$ cat src/rtl/mux_pkg.sv
// mux_pkg: shared defaults, mode encodings and width helper for the N:1 pipelined mux
package mux_pkg;
   localparam int MUX_N_DEF = 8;
   localparam int MUX_W_DEF = 8;
   localparam logic MODE_MANUAL = 1'b0;
   localparam logic MODE_SCAN = 1'b1;
   function automatic int clog2(input int v);
      int r;
      r = 0;
      for (int i = 0; i < 31; i++) r = ((1 << i) < v) ? i + 1 : r;
      return r;
   endfunction
endpackage

$ cat src/rtl/mux_nx1_pipe_if.sv
// mux_nx1_pipe_if: channel inputs, controls and registered output of the N:1 pipelined mux
interface mux_nx1_pipe_if #(
   parameter int N = mux_pkg::MUX_N_DEF,
   parameter int W = mux_pkg::MUX_W_DEF
);
   localparam int SW = mux_pkg::clog2(N);
   logic [N*W-1:0] i_data;
   logic [N-1:0] i_valid;
   logic [SW-1:0] sel;
   logic mode;
   logic en;
   logic y_ready;
   logic [W-1:0] y;
   logic y_valid;
   logic [SW-1:0] y_ch;
   modport master(output i_data, i_valid, sel, mode, en, y_ready, input y, y_valid, y_ch);
   modport slave(input i_data, i_valid, sel, mode, en, y_ready, output y, y_valid, y_ch);
endinterface

$ cat src/rtl/mux_tree_nx1.sv
// mux_tree_nx1: combinational N:1 selector built as log2(N) levels of 2:1 stages, sel bit 0 at the leaves
module mux_tree_nx1 import mux_pkg::*; #(
   parameter int N = MUX_N_DEF,
   parameter int W = MUX_W_DEF
) (
   input  logic [N*W-1:0]        data_i,
   input  logic [clog2(N)-1:0]   sel_i,
   output logic [W-1:0]          y_o
);
   localparam int SW = clog2(N);
   logic [W-1:0] node [N];
   // level l folds node pairs in place; node j only reads 2j and 2j+1, so no overwrite hazard
   always_comb begin
      for (int k = 0; k < N; k++) node[k] = data_i[k*W +: W];
      for (int l = 0; l < SW; l++)
         for (int j = 0; j < (N >> (l + 1)); j++)
            node[j] = sel_i[l] ? node[2*j+1] : node[2*j];
      y_o = node[0];
   end
endmodule

$ cat src/rtl/mux_nx1_pipe.sv
// mux_nx1_pipe: registered N:1 channel mux with ready/valid output, manual select or round-robin scan
// Round-robin scan and its pointer exist only when MUX_SCAN_EN is defined; otherwise mode is ignored.
module mux_nx1_pipe import mux_pkg::*; #(
   parameter int N = MUX_N_DEF,
   parameter int W = MUX_W_DEF
) (
   input logic clk,
   input logic rst_n,
   mux_nx1_pipe_if.slave bus
);
   localparam int SW = clog2(N);
   logic [W-1:0] y_q, y_d, mux_y;
   logic [SW-1:0] ch_q, ch_d, pick;
   logic v_q, v_d, ld, ld_v, upd;
   assign ld = bus.en & (~v_q | bus.y_ready);
   mux_tree_nx1 #(.N(N), .W(W)) u_tree (.data_i(bus.i_data), .sel_i(pick), .y_o(mux_y));
`ifdef MUX_SCAN_EN
   logic [SW-1:0] ptr_q, ptr_d, hit_ch;
   logic hit, scan;
   // walk from the far end back to ptr so the channel nearest ptr wins
   always_comb begin
      hit = 1'b0;
      hit_ch = ptr_q;
      for (int k = N - 1; k >= 0; k--) begin
         hit = hit | bus.i_valid[ptr_q + SW'(k)];
         hit_ch = bus.i_valid[ptr_q + SW'(k)] ? ptr_q + SW'(k) : hit_ch;
      end
   end
   assign scan = bus.mode == MODE_SCAN;
   assign pick = scan ? hit_ch : bus.sel;
   assign ld_v = scan ? hit : bus.i_valid[bus.sel];
   assign upd = ld & (~scan | hit);
   assign ptr_d = (upd & scan) ? hit_ch + SW'(1) : ptr_q;
   always_ff @(posedge clk) begin
      if (!rst_n) ptr_q <= '0;
      else ptr_q <= ptr_d;
   end
`else
   logic unused_mode;
   assign unused_mode = bus.mode;
   assign pick = bus.sel;
   assign ld_v = bus.i_valid[bus.sel];
   assign upd = ld;
`endif
   always_comb begin
      y_d = upd ? mux_y : y_q;
      ch_d = upd ? pick : ch_q;
      v_d = ld ? ld_v : v_q & ~bus.y_ready;
   end
   always_ff @(posedge clk) begin
      if (!rst_n) begin
         y_q <= '0;
         ch_q <= '0;
         v_q <= 1'b0;
      end else begin
         y_q <= y_d;
         ch_q <= ch_d;
         v_q <= v_d;
      end
   end
   assign bus.y = y_q;
   assign bus.y_ch = ch_q;
   assign bus.y_valid = v_q;
endmodule

$ cat src/flat_wrapper.sv
// flat-port wrapper written by rule: the top's interface ports become plain ports
module mux_nx1_pipe_flat import mux_pkg::*;
#(
   parameter int N = MUX_N_DEF,
   parameter int W = MUX_W_DEF
)
  (clk, rst_n, bus_i_data, bus_i_valid, bus_sel, bus_mode, bus_en, bus_y_ready, bus_y, bus_y_valid, bus_y_ch);
  mux_nx1_pipe_if #(.N(N), .W(W)) bus_i ();
  input logic clk;
  input logic rst_n;
  input wire logic [$bits(bus_i.i_data)-1:0] bus_i_data;
  input wire logic [$bits(bus_i.i_valid)-1:0] bus_i_valid;
  input wire logic [$bits(bus_i.sel)-1:0] bus_sel;
  input wire logic [$bits(bus_i.mode)-1:0] bus_mode;
  input wire logic [$bits(bus_i.en)-1:0] bus_en;
  input wire logic [$bits(bus_i.y_ready)-1:0] bus_y_ready;
  output wire logic [$bits(bus_i.y)-1:0] bus_y;
  output wire logic [$bits(bus_i.y_valid)-1:0] bus_y_valid;
  output wire logic [$bits(bus_i.y_ch)-1:0] bus_y_ch;
  assign bus_i.i_data = bus_i_data;
  assign bus_i.i_valid = bus_i_valid;
  assign bus_i.sel = bus_sel;
  assign bus_i.mode = bus_mode;
  assign bus_i.en = bus_en;
  assign bus_i.y_ready = bus_y_ready;
  assign bus_y = bus_i.y;
  assign bus_y_valid = bus_i.y_valid;
  assign bus_y_ch = bus_i.y_ch;
  mux_nx1_pipe #(.N(N), .W(W)) u_core (.clk(clk), .rst_n(rst_n), .bus(bus_i));
endmodule
$ cat config.mk
export PLATFORM = sky130hd
export DESIGN_NAME = mux_nx1_pipe_flat
export DESIGN_NICKNAME = d
export VERILOG_FILES = /design/src/rtl/mux_pkg.sv /design/src/rtl/mux_nx1_pipe_if.sv /design/src/rtl/mux_tree_nx1.sv /design/src/rtl/mux_nx1_pipe.sv /design/src/flat_wrapper.sv
export SDC_FILE = /design/constraint.sdc
export NUM_CORES = 1
export LEC_CHECK = 0
export ABC_AREA = 0
export CORE_ASPECT_RATIO = 1.25
export CORE_MARGIN = 2
export CORE_UTILIZATION = 28
export CTS_BUF_LIST = sky130_fd_sc_hd__clkbuf_16
export CTS_CLUSTER_SIZE = 25
export DETAILED_ROUTE_END_ITERATION = 7
export MAX_ROUTING_LAYER = met4
export PLACE_DENSITY = 0.81
export SKIP_LAST_GASP = 1
export SLEW_MARGIN = 40
export SYNTH_ARGS = -nofsm -noshare
export SYNTH_HDL_FRONTEND = slang
export SYNTH_SLANG_ARGS = --single-unit
$ cat constraint.sdc
create_clock -name clk -period 1.2 [get_ports clk]
set_clock_uncertainty 0.05 [all_clocks]
set_input_delay 0.3 -clock clk [delete_from_list [all_inputs] [get_ports clk]]
set_output_delay 0.3 -clock clk [all_outputs]
set_load 0.05 [all_outputs]
==> results.txt <==
- In this run the number of H-tree levels came out at 1.
- Vias per std cell: 5.012
- Number of antenna-violating nets in the routed design: 0
- In this run the worst path has a maximum fanout of 1.
- Type of destination of the critical path: flip-flop
* Max-cap viol count: 0
- After Yosys synthesis, full adders, half adders and majority gates account for 0% of the synthesized area.
- For the pin with the worst max-slew slack, the measured transition is 0.3384 ns.
- After Yosys synthesis, XOR and XNOR cells account for 0% of the synthesized area.
* Effective utilization at floorplan: 29.45%
- 92 I/O pins were placed.
- Synthesized Nets: 200
- The largest individual stage delay along the critical path comes from the cell sky130_fd_sc_hd__clkdlybuf4s50_1.
- Wire segments on met2 add up to 2086 um in the final route.
- Basic-gate share of the synthesized area counting and, or, nand and nor cells: 10.40%
* Synthesized netlist cell count: 120
- The die covers 4201 um2.
* Max layer used: met4
- Final design utilization: 65.56%
- R2R cell count: 4
- Critical Path Max Stage Delay: 0.44 ns
- Hold Fails Final Rpt: 0
* Wire length of the first global-routing pass: 5568 um
* Pin count of the biggest net entering global routing: 28
* Total half-perimeter wirelength after legalization and detailed placement: 3182 um
- Result of the run: finished, violations left
* Number of vias after detailed routing: 1,283
* Rows: 24
- Total length of routed wires: 4181 um
* Sum of routed wire segments on met1: 1520 um
* Top post-synthesis cells by area: sky130_fd_sc_hd__mux2i_1 (34%), sky130_fd_sc_hd__dfxtp_1 (23%), sky130_fd_sc_hd__a22oi_1 (12%)
- The clock passes through at most 2 buffers.
* Non-filler instance count after layout: 256
* Area of the core: 3513 um2
- Die span in y: 71.97 um
- Most frequent cells in the layout: sky130_fd_sc_hd__clkdlybuf4s50_1 (68), sky130_fd_sc_hd__mux2i_1 (31), sky130_fd_sc_hd__a22oi_1 (14), sky130_fd_sc_hd__buf_12 (14), sky130_fd_sc_hd__dfxtp_1 (11)
- Crit Path Category: in -> reg
- Most frequent standard cell in the layout excluding fill and tap cells: sky130_fd_sc_hd__clkdlybuf4s50_1
- In the detailed route, the total length drawn on met3 is 473 um.
- The share of synthesized area in the top cell type comes to 33.86%.
- Walking the worst path, the cells encountered are clkdlybuf4s50_1, mux2i_2, a22oi_2, a21oi_2, nor2_1.
- Area overhead of the layout relative to synthesis: 122.6%
- The cell area that synthesis handed to floorplanning was 1035 um2.
- For this design the static power due to leakage is 0.001012 uW.
- Timing analysis after detailed placement gives a worst setup slack of -0.5373 ns.
* Cell chosen for the clock root: sky130_fd_sc_hd__clkbuf_16
* Worst hold slack after final layout: 0.3293 ns
* Number of detailed-routing iterations run before antenna repair: 4
- Timing would allow up to 0.8223 GHz.
* Arrival time at the worst endpoint: 1.29 ns
- Port buffering added 90 buffers.
- RSZ-0062 raised after global routing: true
- After synthesis, the share of cell area in mux cells is 33.86%.
- Final setup slack of the worst path: -0.01610 ns
* Antenna violations before repair: 0
- After the first detailed-routing iteration, the DRC count stood at 34.
- The Yosys step of the flow raised 0 warnings.
* GR Overflow Total: 0
- The synthesized netlist devotes 23.46% of its cell area to compound gates.
* Number of buffers inserted during clock tree synthesis: 3
- Worst-skew pair later-pin latency: 0.23 ns
- The number of antenna diodes in the final layout is 0.
- After synthesis, the netlist uses 21 different library cells.
* Cells after DPL: 250
* Worst min-delay path class: in -> reg
* Overall Power: 1919 uW
* GRT Overall Usage: 17.69%
- Final worst path period need: 1.216 ns
- Horizontal die dimension: 58.37 um
- Total of flip-flops plus latches after synthesis: 12
* Sequential area share after synthesis: 23.22%
- The worst pin sits at a relative slew slack of 77.40%.
* Required time of the worst setup path: 1.28 ns
- Type of element launching the critical path: primary input
- PD cells: 833.1 nW/um2
* Max-slew violation count: 0
- Final count of negative-setup-slack endpoints: 2
* Cell taking the most area after synthesis: sky130_fd_sc_hd__mux2i_1
- In the final layout, the share of cells above drive strength 1 is 20.74%.
* Clock transition at path regs: 0.04 ns
- The congestion estimate from routability-driven global placement came to 0.8307.
- Across the VDD grid, the largest voltage drop is 691.9 uV.
- Number of global-route vias before repair: 1,230
- Ratio of final minimum period to clock period: 101.3%
- Counting instances, the worst hold path has a depth of 3.
- The checks that failed: setup timing.
* Sink Count: 12
* Fin nets: 298
- After detailed routing, the number of remaining DRC violations is 0.
- Syn avg cell area: 8.623 um2
- Average wire per cell in the routed design: 16.33 um
- Post-CTS Hold Buffers: 0
* Dominant combinational cell family by area after synthesis: multiplexers
* Clock tree from TritonCTS: done
[critical path, delay by kind of cell]
| kind | cells | cell delay, ns |
|---|---|---|
| AOI/OAI and AO/OA | 2 | 0.28 |
| muxes | 1 | 0.21 |
| buffers and inverters | 1 | 0.44 |
| and+or+nand+nor | 1 | 0.06 |
[per-layer routing]
layer	vias to the layer above	GRT usage, %
li1	641	-
met1	563	19.82
met2	69	29.09
met3	10	5.704
met4	0	6.460
met5	-	-
[where the power goes]
group | switching, uW | internal (uW)
clock network | 161 | 437
registers | 40.8 | 435
logic | 343 | 501
total | 545 | 1370
[cell usage after synthesis]
master and number:
sky130_fd_sc_hd__nand2b_1 1, sky130_fd_sc_hd__clkbuf_2 3, sky130_fd_sc_hd__nor2b_1 3, sky130_fd_sc_hd__bufbuf_8 1
sky130_fd_sc_hd__and2_1 2, sky130_fd_sc_hd__o21ai_0 8, sky130_fd_sc_hd__a22oi_1 16, sky130_fd_sc_hd__clkbuf_1 1
sky130_fd_sc_hd__buf_6 2, sky130_fd_sc_hd__nor2_1 9, sky130_fd_sc_hd__dfxtp_1 12, sky130_fd_sc_hd__o22ai_1 1
sky130_fd_sc_hd__buf_2 2, sky130_fd_sc_hd__buf_12 1, sky130_fd_sc_hd__a2111oi_0 1, sky130_fd_sc_hd__nand4_1 1
sky130_fd_sc_hd__mux2i_1 35, sky130_fd_sc_hd__nand2_1 8, sky130_fd_sc_hd__a22oi_2 1, sky130_fd_sc_hd__inv_1 1
sky130_fd_sc_hd__a21oi_1 11
[registers in the layout, summed over array words and instances (netlist names)]
register / flops
u_core.bus.y: 8
u_core.bus.y_ch: 3
u_core.bus.y_valid: 1
[worst paths after layout]
| kind | startpoint | to | slack (ns) |
|---|---|---|---|
| worst max-delay path | bus_i_data[45] | u_core.bus.y[5] | -0.02 |
| worst min-delay path | bus_sel[2] | u_core.bus.y_ch[2] | 0.33 |
| worst max register to register | u_core.bus.y_valid | u_core.bus.y[1] | 0.20 |
| worst min register to register | u_core.bus.y_ch[2] | u_core.bus.y_ch[2] | 0.45 |
[metrics by stage]
step                TNS (ns)  instance area (um2)
floorplan                  0                 1041
global placement      -4.801                 2122
detailed placement    -5.360                 2122
CTS                        0                 2227
global route         -0.3898                 2303
finish              -0.01674                 2303
[final cells by class]
type                       instances  area [um2]
sequential                        12       244.0
multi-input combinational         98       768.2
fill                             281        1210
inverter                           1       3.754
tap                               39       48.80
clock inverter                     1       3.754
timing repair buffer             102        1160
clock buffer                       3       75.07
[cells by family after synthesis]
logic type             Yosys count
AND/OR/NAND/NOR                 24
buffers and inverters           11
AO/OA/AOI/OAI                   38
flip-flops                      12
multiplexers                    35
[timing repair]
action | in CTS | in global routing
pin swaps | 4 | 9
endpoints found under the setup margin | 12 | 12
resized for setup | 13 | 20
cloned | 0 | 2
setup buffers | 0 | 0
No activity file was read; power rests on OpenSTA's default activity.
